`src/rtl/frame_bank_mgr.sv`:
```
// frame_bank_mgr: triple/quad-buffer bank arbitration between a camera
// write side and a display read side, with load pulses that reset the
// SDRAM address generators on every bank switch.
// Optional build macro FRAME_BANK_STATS_EN enables the drop/repeat
// statistics counters; without it both counter ports are tied to 0.
module frame_bank_mgr #(
    parameter int BANK_NUM    = 3,
    parameter int BANK_W      = 2,
    parameter int LOAD_CYCLES = 4
) (
    input  logic              clk,
    input  logic              rst_n,
    input  logic              bank_valid,
    input  logic              frame_write_done,
    input  logic              frame_read_done,
    input  logic              freeze,
    output logic [BANK_W-1:0] wr_bank,
    output logic [BANK_W-1:0] rd_bank,
    output logic              wr_load,
    output logic              rd_load,
    output logic              bank_ready,
    output logic [15:0]       drop_cnt,
    output logic [15:0]       repeat_cnt
);

    localparam int CNT_W = 4;
    localparam logic [BANK_W:0]    NUM_X     = BANK_NUM[BANK_W:0];
    localparam logic [BANK_W:0]    ONE_X     = (BANK_W+1)'(1);
    localparam logic [BANK_W:0]    TWO_X     = (BANK_W+1)'(2);
    localparam logic [CNT_W-1:0]   LOAD_INIT = LOAD_CYCLES[CNT_W-1:0];
    localparam logic [CNT_W-1:0]   CNT_ONE   = CNT_W'(1);
    localparam logic [BANK_W-1:0]  RD_RST    = BANK_W'(1);

    // Wrap a (possibly out-of-range) index back into 0..BANK_NUM-1.
    function automatic logic [BANK_W-1:0] wrap_idx(input logic [BANK_W:0] x);
        logic [BANK_W:0] t;
        t = (x >= NUM_X) ? (x - NUM_X) : x;
        if (t >= NUM_X) begin
            t = '0;
        end
        return t[BANK_W-1:0];
    endfunction

    logic [BANK_W-1:0] wr_bank_q, wr_bank_d;
    logic [BANK_W-1:0] rd_bank_q, rd_bank_d;
    logic [BANK_W-1:0] latest_q, latest_d;
    logic              latest_valid_q, latest_valid_d;
    logic              bank_valid_q, bank_valid_d;
    logic [CNT_W-1:0]  wr_cnt_q, wr_cnt_d;
    logic [CNT_W-1:0]  rd_cnt_q, rd_cnt_d;
    logic              bank_ready_q, bank_ready_d;

    logic              wr_acc;
    logic              rd_take;
    logic [BANK_W-1:0] cand1, cand2;
    logic [BANK_W-1:0] latest_eff;
    logic              latest_valid_eff;

    // Bank bookkeeping: write side first, then the reader sees its result.
    always_comb begin
        wr_acc           = frame_write_done & bank_valid;
        cand1            = wrap_idx({1'b0, wr_bank_q} + ONE_X);
        cand2            = wrap_idx({1'b0, wr_bank_q} + TWO_X);
        wr_bank_d        = wr_bank_q;
        rd_bank_d        = rd_bank_q;
        latest_d         = latest_q;
        latest_valid_d   = latest_valid_q;
        bank_valid_d     = bank_valid;
        bank_ready_d     = bank_ready_q | wr_acc;
        latest_eff       = latest_q;
        latest_valid_eff = latest_valid_q;
        rd_take          = 1'b0;

        if (wr_acc) begin
            // cand1 can never equal the current write bank since BANK_NUM >= 3
            wr_bank_d        = (cand1 != rd_bank_q) ? cand1 : cand2;
            latest_eff       = wr_bank_q;
            latest_valid_eff = 1'b1;
            latest_d         = wr_bank_q;
            latest_valid_d   = 1'b1;
        end

        if (frame_read_done) begin
            rd_take = ~freeze & latest_valid_eff & (latest_eff != rd_bank_q);
            if (rd_take) begin
                rd_bank_d      = latest_eff;
                latest_valid_d = 1'b0;
            end
        end

        // Load pulses: reload on trigger, otherwise count down to idle.
        wr_cnt_d = (wr_cnt_q != '0) ? (wr_cnt_q - CNT_ONE) : wr_cnt_q;
        if (wr_acc || (bank_valid && !bank_valid_q)) begin
            wr_cnt_d = LOAD_INIT;
        end
        rd_cnt_d = (rd_cnt_q != '0) ? (rd_cnt_q - CNT_ONE) : rd_cnt_q;
        if (frame_read_done) begin
            rd_cnt_d = LOAD_INIT;
        end
    end

    // State registers for banks, latest tracking and load counters.
    always_ff @(posedge clk or negedge rst_n) begin
        if (!rst_n) begin
            wr_bank_q      <= '0;
            rd_bank_q      <= RD_RST;
            latest_q       <= '0;
            latest_valid_q <= 1'b0;
            bank_valid_q   <= 1'b0;
            wr_cnt_q       <= '0;
            rd_cnt_q       <= '0;
            bank_ready_q   <= 1'b0;
        end else begin
            wr_bank_q      <= wr_bank_d;
            rd_bank_q      <= rd_bank_d;
            latest_q       <= latest_d;
            latest_valid_q <= latest_valid_d;
            bank_valid_q   <= bank_valid_d;
            wr_cnt_q       <= wr_cnt_d;
            rd_cnt_q       <= rd_cnt_d;
            bank_ready_q   <= bank_ready_d;
        end
    end

    assign wr_bank    = wr_bank_q;
    assign rd_bank    = rd_bank_q;
    assign wr_load    = (wr_cnt_q != '0);
    assign rd_load    = (rd_cnt_q != '0);
    assign bank_ready = bank_ready_q;

`ifdef FRAME_BANK_STATS_EN
    logic [15:0] drop_cnt_q, drop_cnt_d;
    logic [15:0] repeat_cnt_q, repeat_cnt_d;

    // Saturating statistics: overwritten unread frames and repeated reads.
    always_comb begin
        drop_cnt_d   = drop_cnt_q;
        repeat_cnt_d = repeat_cnt_q;
        if (wr_acc && latest_valid_q && (drop_cnt_q != 16'hFFFF)) begin
            drop_cnt_d = drop_cnt_q + 16'd1;
        end
        if (frame_read_done && !rd_take && (repeat_cnt_q != 16'hFFFF)) begin
            repeat_cnt_d = repeat_cnt_q + 16'd1;
        end
    end

    // Statistics counter registers.
    always_ff @(posedge clk or negedge rst_n) begin
        if (!rst_n) begin
            drop_cnt_q   <= '0;
            repeat_cnt_q <= '0;
        end else begin
            drop_cnt_q   <= drop_cnt_d;
            repeat_cnt_q <= repeat_cnt_d;
        end
    end

    assign drop_cnt   = drop_cnt_q;
    assign repeat_cnt = repeat_cnt_q;
`else
    assign drop_cnt   = 16'd0;
    assign repeat_cnt = 16'd0;
`endif

endmodule

```
`config.mk`:
```
export PLATFORM = sky130hd
export DESIGN_NAME = frame_bank_mgr
export DESIGN_NICKNAME = d
export VERILOG_FILES = /design/src/rtl/frame_bank_mgr.sv
export SDC_FILE = /design/constraint.sdc
export NUM_CORES = 1
export LEC_CHECK = 0
export CAP_MARGIN = 20
export CORE_UTILIZATION = 35
export DETAILED_ROUTE_END_ITERATION = 6
export DONT_BUFFER_PORTS = 1
export PLACE_DENSITY_LB_ADDON = 0.08
export RECOVER_POWER = 25
export REMOVE_ABC_BUFFERS = 1
export SETUP_SLACK_MARGIN = 0.2
export SKIP_LAST_GASP = 1
export SYNTH_ARGS = -nofsm -noshare
export SYNTH_HDL_FRONTEND = slang
export SYNTH_SLANG_ARGS = --single-unit
```
`constraint.sdc`:
```
create_clock -name clk -period 3.2 [get_ports clk]
set_input_delay 0.64 -clock clk [delete_from_list [all_inputs] [get_ports clk]]
set_output_delay 0.64 -clock clk [all_outputs]
set_load 0.02 [all_outputs]
```
==> results by group <==
Run status
  – Status: completed

Worst setup path
  – Critical path launch point type: flop
  – Largest fanout on the critical path: 4
  – Data arrival at the endpoint of the critical path: between 1 and 1.5 ns
  – Cell count of the worst reg-to-reg path: 5
  – Nature of the critical path endpoint: output port
  – Setup slack of the worst register-to-register path: 1.70 ns
  – Critical register-to-register path startpoint: wr_bank[0]
  – Launch point of the critical path: rd_cnt_q[0]
  – Required time reported for the critical path endpoint: 2.56 ns
  – Worst Setup EP: rd_load
  – Crit path kind: flop to output port
  – Worst r2r dst: wr_bank[1]

Synthesis
  – Library cells used by synthesis: 30
  – Synth area leader: sky130_fd_sc_hd__dfrtp_1
  – Count of mapped cells out of synthesis: 119
  – Dominant register cell in the synthesized netlist: sky130_fd_sc_hd__dfrtp_1
  – Post-synthesis area per instance: about 9.4 um2
  – Synth top area share: 0.3567
  – Post-Syn Area: 1122 um2
  – Cell types with the highest counts after synthesis: sky130_fd_sc_hd__buf_4 (32), sky130_fd_sc_hd__dfrtp_1 (16), sky130_fd_sc_hd__inv_1 (10)
  – Library cell with the highest instance count after synthesis: sky130_fd_sc_hd__buf_4
  – Dominant cells by area after synthesis: sky130_fd_sc_hd__dfrtp_1 (36%), sky130_fd_sc_hd__buf_4 (21%), sky130_fd_sc_hd__ha_1 (6.7%), sky130_fd_sc_hd__inv_1 (3.3%), sky130_fd_sc_hd__nand2b_1 (2.8%)
  – Share of synthesized registers carrying an async set or reset: 1.000
  – Yosys warning total: 0
  – Post-synthesis sequential element count: 17
  – Sequential share of the synthesized area: 0.3802
  – Number of flops mapped to enable cells by yosys: 0

Global routing
  – Maximum number of pins on one net before global-route repair: 18
  – Global-route wire length before repair: between 2000 and 3000 um
  – Aggregate global routing overflow: 0
  – Total global-route track usage: 0.1102
  – Number of global-route vias before repair: 627
  – Antenna violations before repair: 0

Routing
  – Total routed wirelength: about 1700 um
  – Post-detailed-route count of antenna-violating nets: 0
  – Residual DRC count: 0
  – Routed len/inst: roughly 10 um
  – Detailed router's first-iteration violation count: 14
  – Via total after detailed routing: 690
  – First-pass DRT Iterations: 4
  – Vias per inst: 4.107

Final layout
  – Post-layout net count: 137
  – Share of layout cells above drive strength 1: 0.05645
  – Count of antenna diodes in the layout: 0
  – Synth-to-Final Area Change: -2.230%

Clock tree
  – Post-CTS repair timing setup buffer count: 0
  – Register clock-pin slew on the reported worst setup and hold paths: around 0.090 ns
  – Source-to-sink clock delay at the later pin of the worst-skew pair: around 0.28 ns
  – Max clock buf depth: 2
  – Clock root buffer: sky130_fd_sc_hd__clkbuf_4
  – CTS buffer count: 3
  – Clk sinks: 17
  – Count of H-tree levels built during CTS: 1
  – CTS tree: yes

Power and ir drop
  – Power Total: 901.2 uW
  – Relative contribution of combinational cells to total power: 0.419
  – P_int: 512.5 uW
  – Net switching component of the power: 388.7 uW
  – Portion of total power attributed to the clock network: 0.126
  – Pwr per Cell Area: between 800 and 900 nW/um2
  – Sequential power share: 0.454
  – Max rail drop VDD: 0.2555 mV
  – Leakage: between 0.0005 and 0.0006 uW
  – Share of total power consumed by net switching: 0.4313

Timing
  – Hold Vio Cnt, Final: 0
  – Maximum operating frequency: 0.4947 GHz
  – Post-route setup TNS: 0 ns
  – Clk_skew: 0.0008362 ns
  – Setup repair after global routing missed its margin: no
  – Worst Tran Pin Value: 0.5763 ns
  – Post-route minimum period: 2.021 ns
  – Max-slew violations: 0
  – Portion of the clock cycle consumed by the worst path in the final layout: 0.6317
  – Slew HR: 0.6145
  – Final setup violation count: 0

Die
  – Standard-cell rows: 20
  – Core region area: 3053 um2
  – Die area: 3437 um2
  – Vert. Die Dim: 58.63 um
  – Die span in x: 58.63 um
  – I/O pin count: 45
  – Starting density of the core: 0.3676

Place
  – Last weighted congestion value of the routability-driven placer: 0.7570
  – Half-perimeter wire length after placement: 1235 um
  – Count of buffers inserted at the top-level ports: 0

Hold path
  – Class of the worst hold path: primary input to asynchronous set/reset pin

Run
  – Total of max-cap violations: 0
registers in the layout, summed over array words and instances, names as in the netlist:
name and cells:
wr_bank 2, rd_cnt_q 4, latest_valid_q 1, bank_ready 1, rd_bank 2, latest_q 2
bank_valid_q 1, wr_cnt_q 4
area by class of cell:
cell class                 count  area (um2)
fill                         326        1956
multi-input combinational     91       531.8
sequential                    17       426.7
tap                           44       55.05
inverter                      10       37.54
clock buffer                   4       26.28
timing repair buffer           2       20.02
power groups by stage:
stage | registers, uW | clock network, uW | logic, uW
after global routing | 422 | 136 | 442
final | 409 | 114 | 378
after detailed placement | 417 | 0 | 374
after floorplan | 392 | 0 | 332
after CTS | 412 | 124 | 378
after global placement | 416 | 0 | 370
critical path: stages (launching register included):
cell and delay [ns]:
sky130_fd_sc_hd__dfrtp_1 0.41, sky130_fd_sc_hd__inv_1 0.09, sky130_fd_sc_hd__ha_1 0.16, sky130_fd_sc_hd__nor2b_1 0.20
sky130_fd_sc_hd__nand2b_1 0.24
cells in the final DEF, fill, tap and decap left out, types with 2 or more instances in the layout:
cell type                       instances
sky130_fd_sc_hd__conb_1                32
sky130_fd_sc_hd__dfrtp_1               16
sky130_fd_sc_hd__inv_1                 10
sky130_fd_sc_hd__a21oi_1                6
sky130_fd_sc_hd__nor2_1                 6
sky130_fd_sc_hd__ha_1                   6
sky130_fd_sc_hd__nand2b_1               5
sky130_fd_sc_hd__a211oi_1               4
sky130_fd_sc_hd__a21o_1                 3
sky130_fd_sc_hd__xnor2_1                3
sky130_fd_sc_hd__clkbuf_4               3
sky130_fd_sc_hd__and3_1                 2
sky130_fd_sc_hd__a21boi_0               2
sky130_fd_sc_hd__xor2_1                 2
sky130_fd_sc_hd__nand2_1                2
sky130_fd_sc_hd__o211ai_1               2
sky130_fd_sc_hd__or3_1                  2
sky130_fd_sc_hd__nor3_1                 2
sky130_fd_sc_hd__o21ai_0                2
sky130_fd_sc_hd__dlygate4sd3_1          2
stage by stage:
| stage | hold slack, ns | instance area (um2) | cells | worst slack [ns] | utilization |
|---|---|---|---|---|---|
| floorplan | 0.3444 | 998.5 | 118 | 1.591 | - |
| global placement | 0.3448 | 1054 | 162 | 1.521 | 0.3451 |
| detailed placement | 0.3449 | 1054 | 162 | 1.511 | 0.3451 |
| CTS | 0.01585 | 1080 | 166 | 1.169 | 0.3537 |
| global route | 0.1465 | 1097 | 168 | 1.025 | 0.3594 |
| finish | 0.1830 | 1097 | 168 | 1.179 | 0.3594 |
cell families after synthesis:
| logic type | Yosys count | share of synthesized area |
|---|---|---|
| compound gates | 24 | 0.1416 |
| xor+xnor | 5 | 0.03903 |
| fa+ha+maj | 6 | 0.06689 |
| buf+inv | 42 | 0.2475 |
| flops | 17 | 0.3802 |
| mux | 1 | 0.01003 |
| other cells | 1 | 0.003341 |
| simple gates | 23 | 0.1115 |
how the worst min path moves through the flow:
stage               start    endpoint  cells past startpoint
floorplan           rst_n  bank_ready                      0
global placement    rst_n  wr_bank[0]                      0
detailed placement  rst_n  wr_bank[0]                      0
CTS                 rst_n  wr_bank[0]                      0
global route        rst_n  rd_bank[0]                      0
finish              rst_n  rd_bank[0]                      0
routing by layer:
layer	wire length, um	share of wire	vias up	track usage
met4	13	0.0077	0	0.02041
met5	0	0	-	0
met1	815	0.48	319	0.1397
met2	754	0.45	27	0.1741
li1	-	-	342	-
met3	101	0.060	2	0.05055
timing repair:
item,4_1_cts,5_1_grt
hold endpoints to repair,0,12
hold buffers,0,2
gates resized for setup,0,0
No activity file was read; power rests on OpenSTA's default activity.
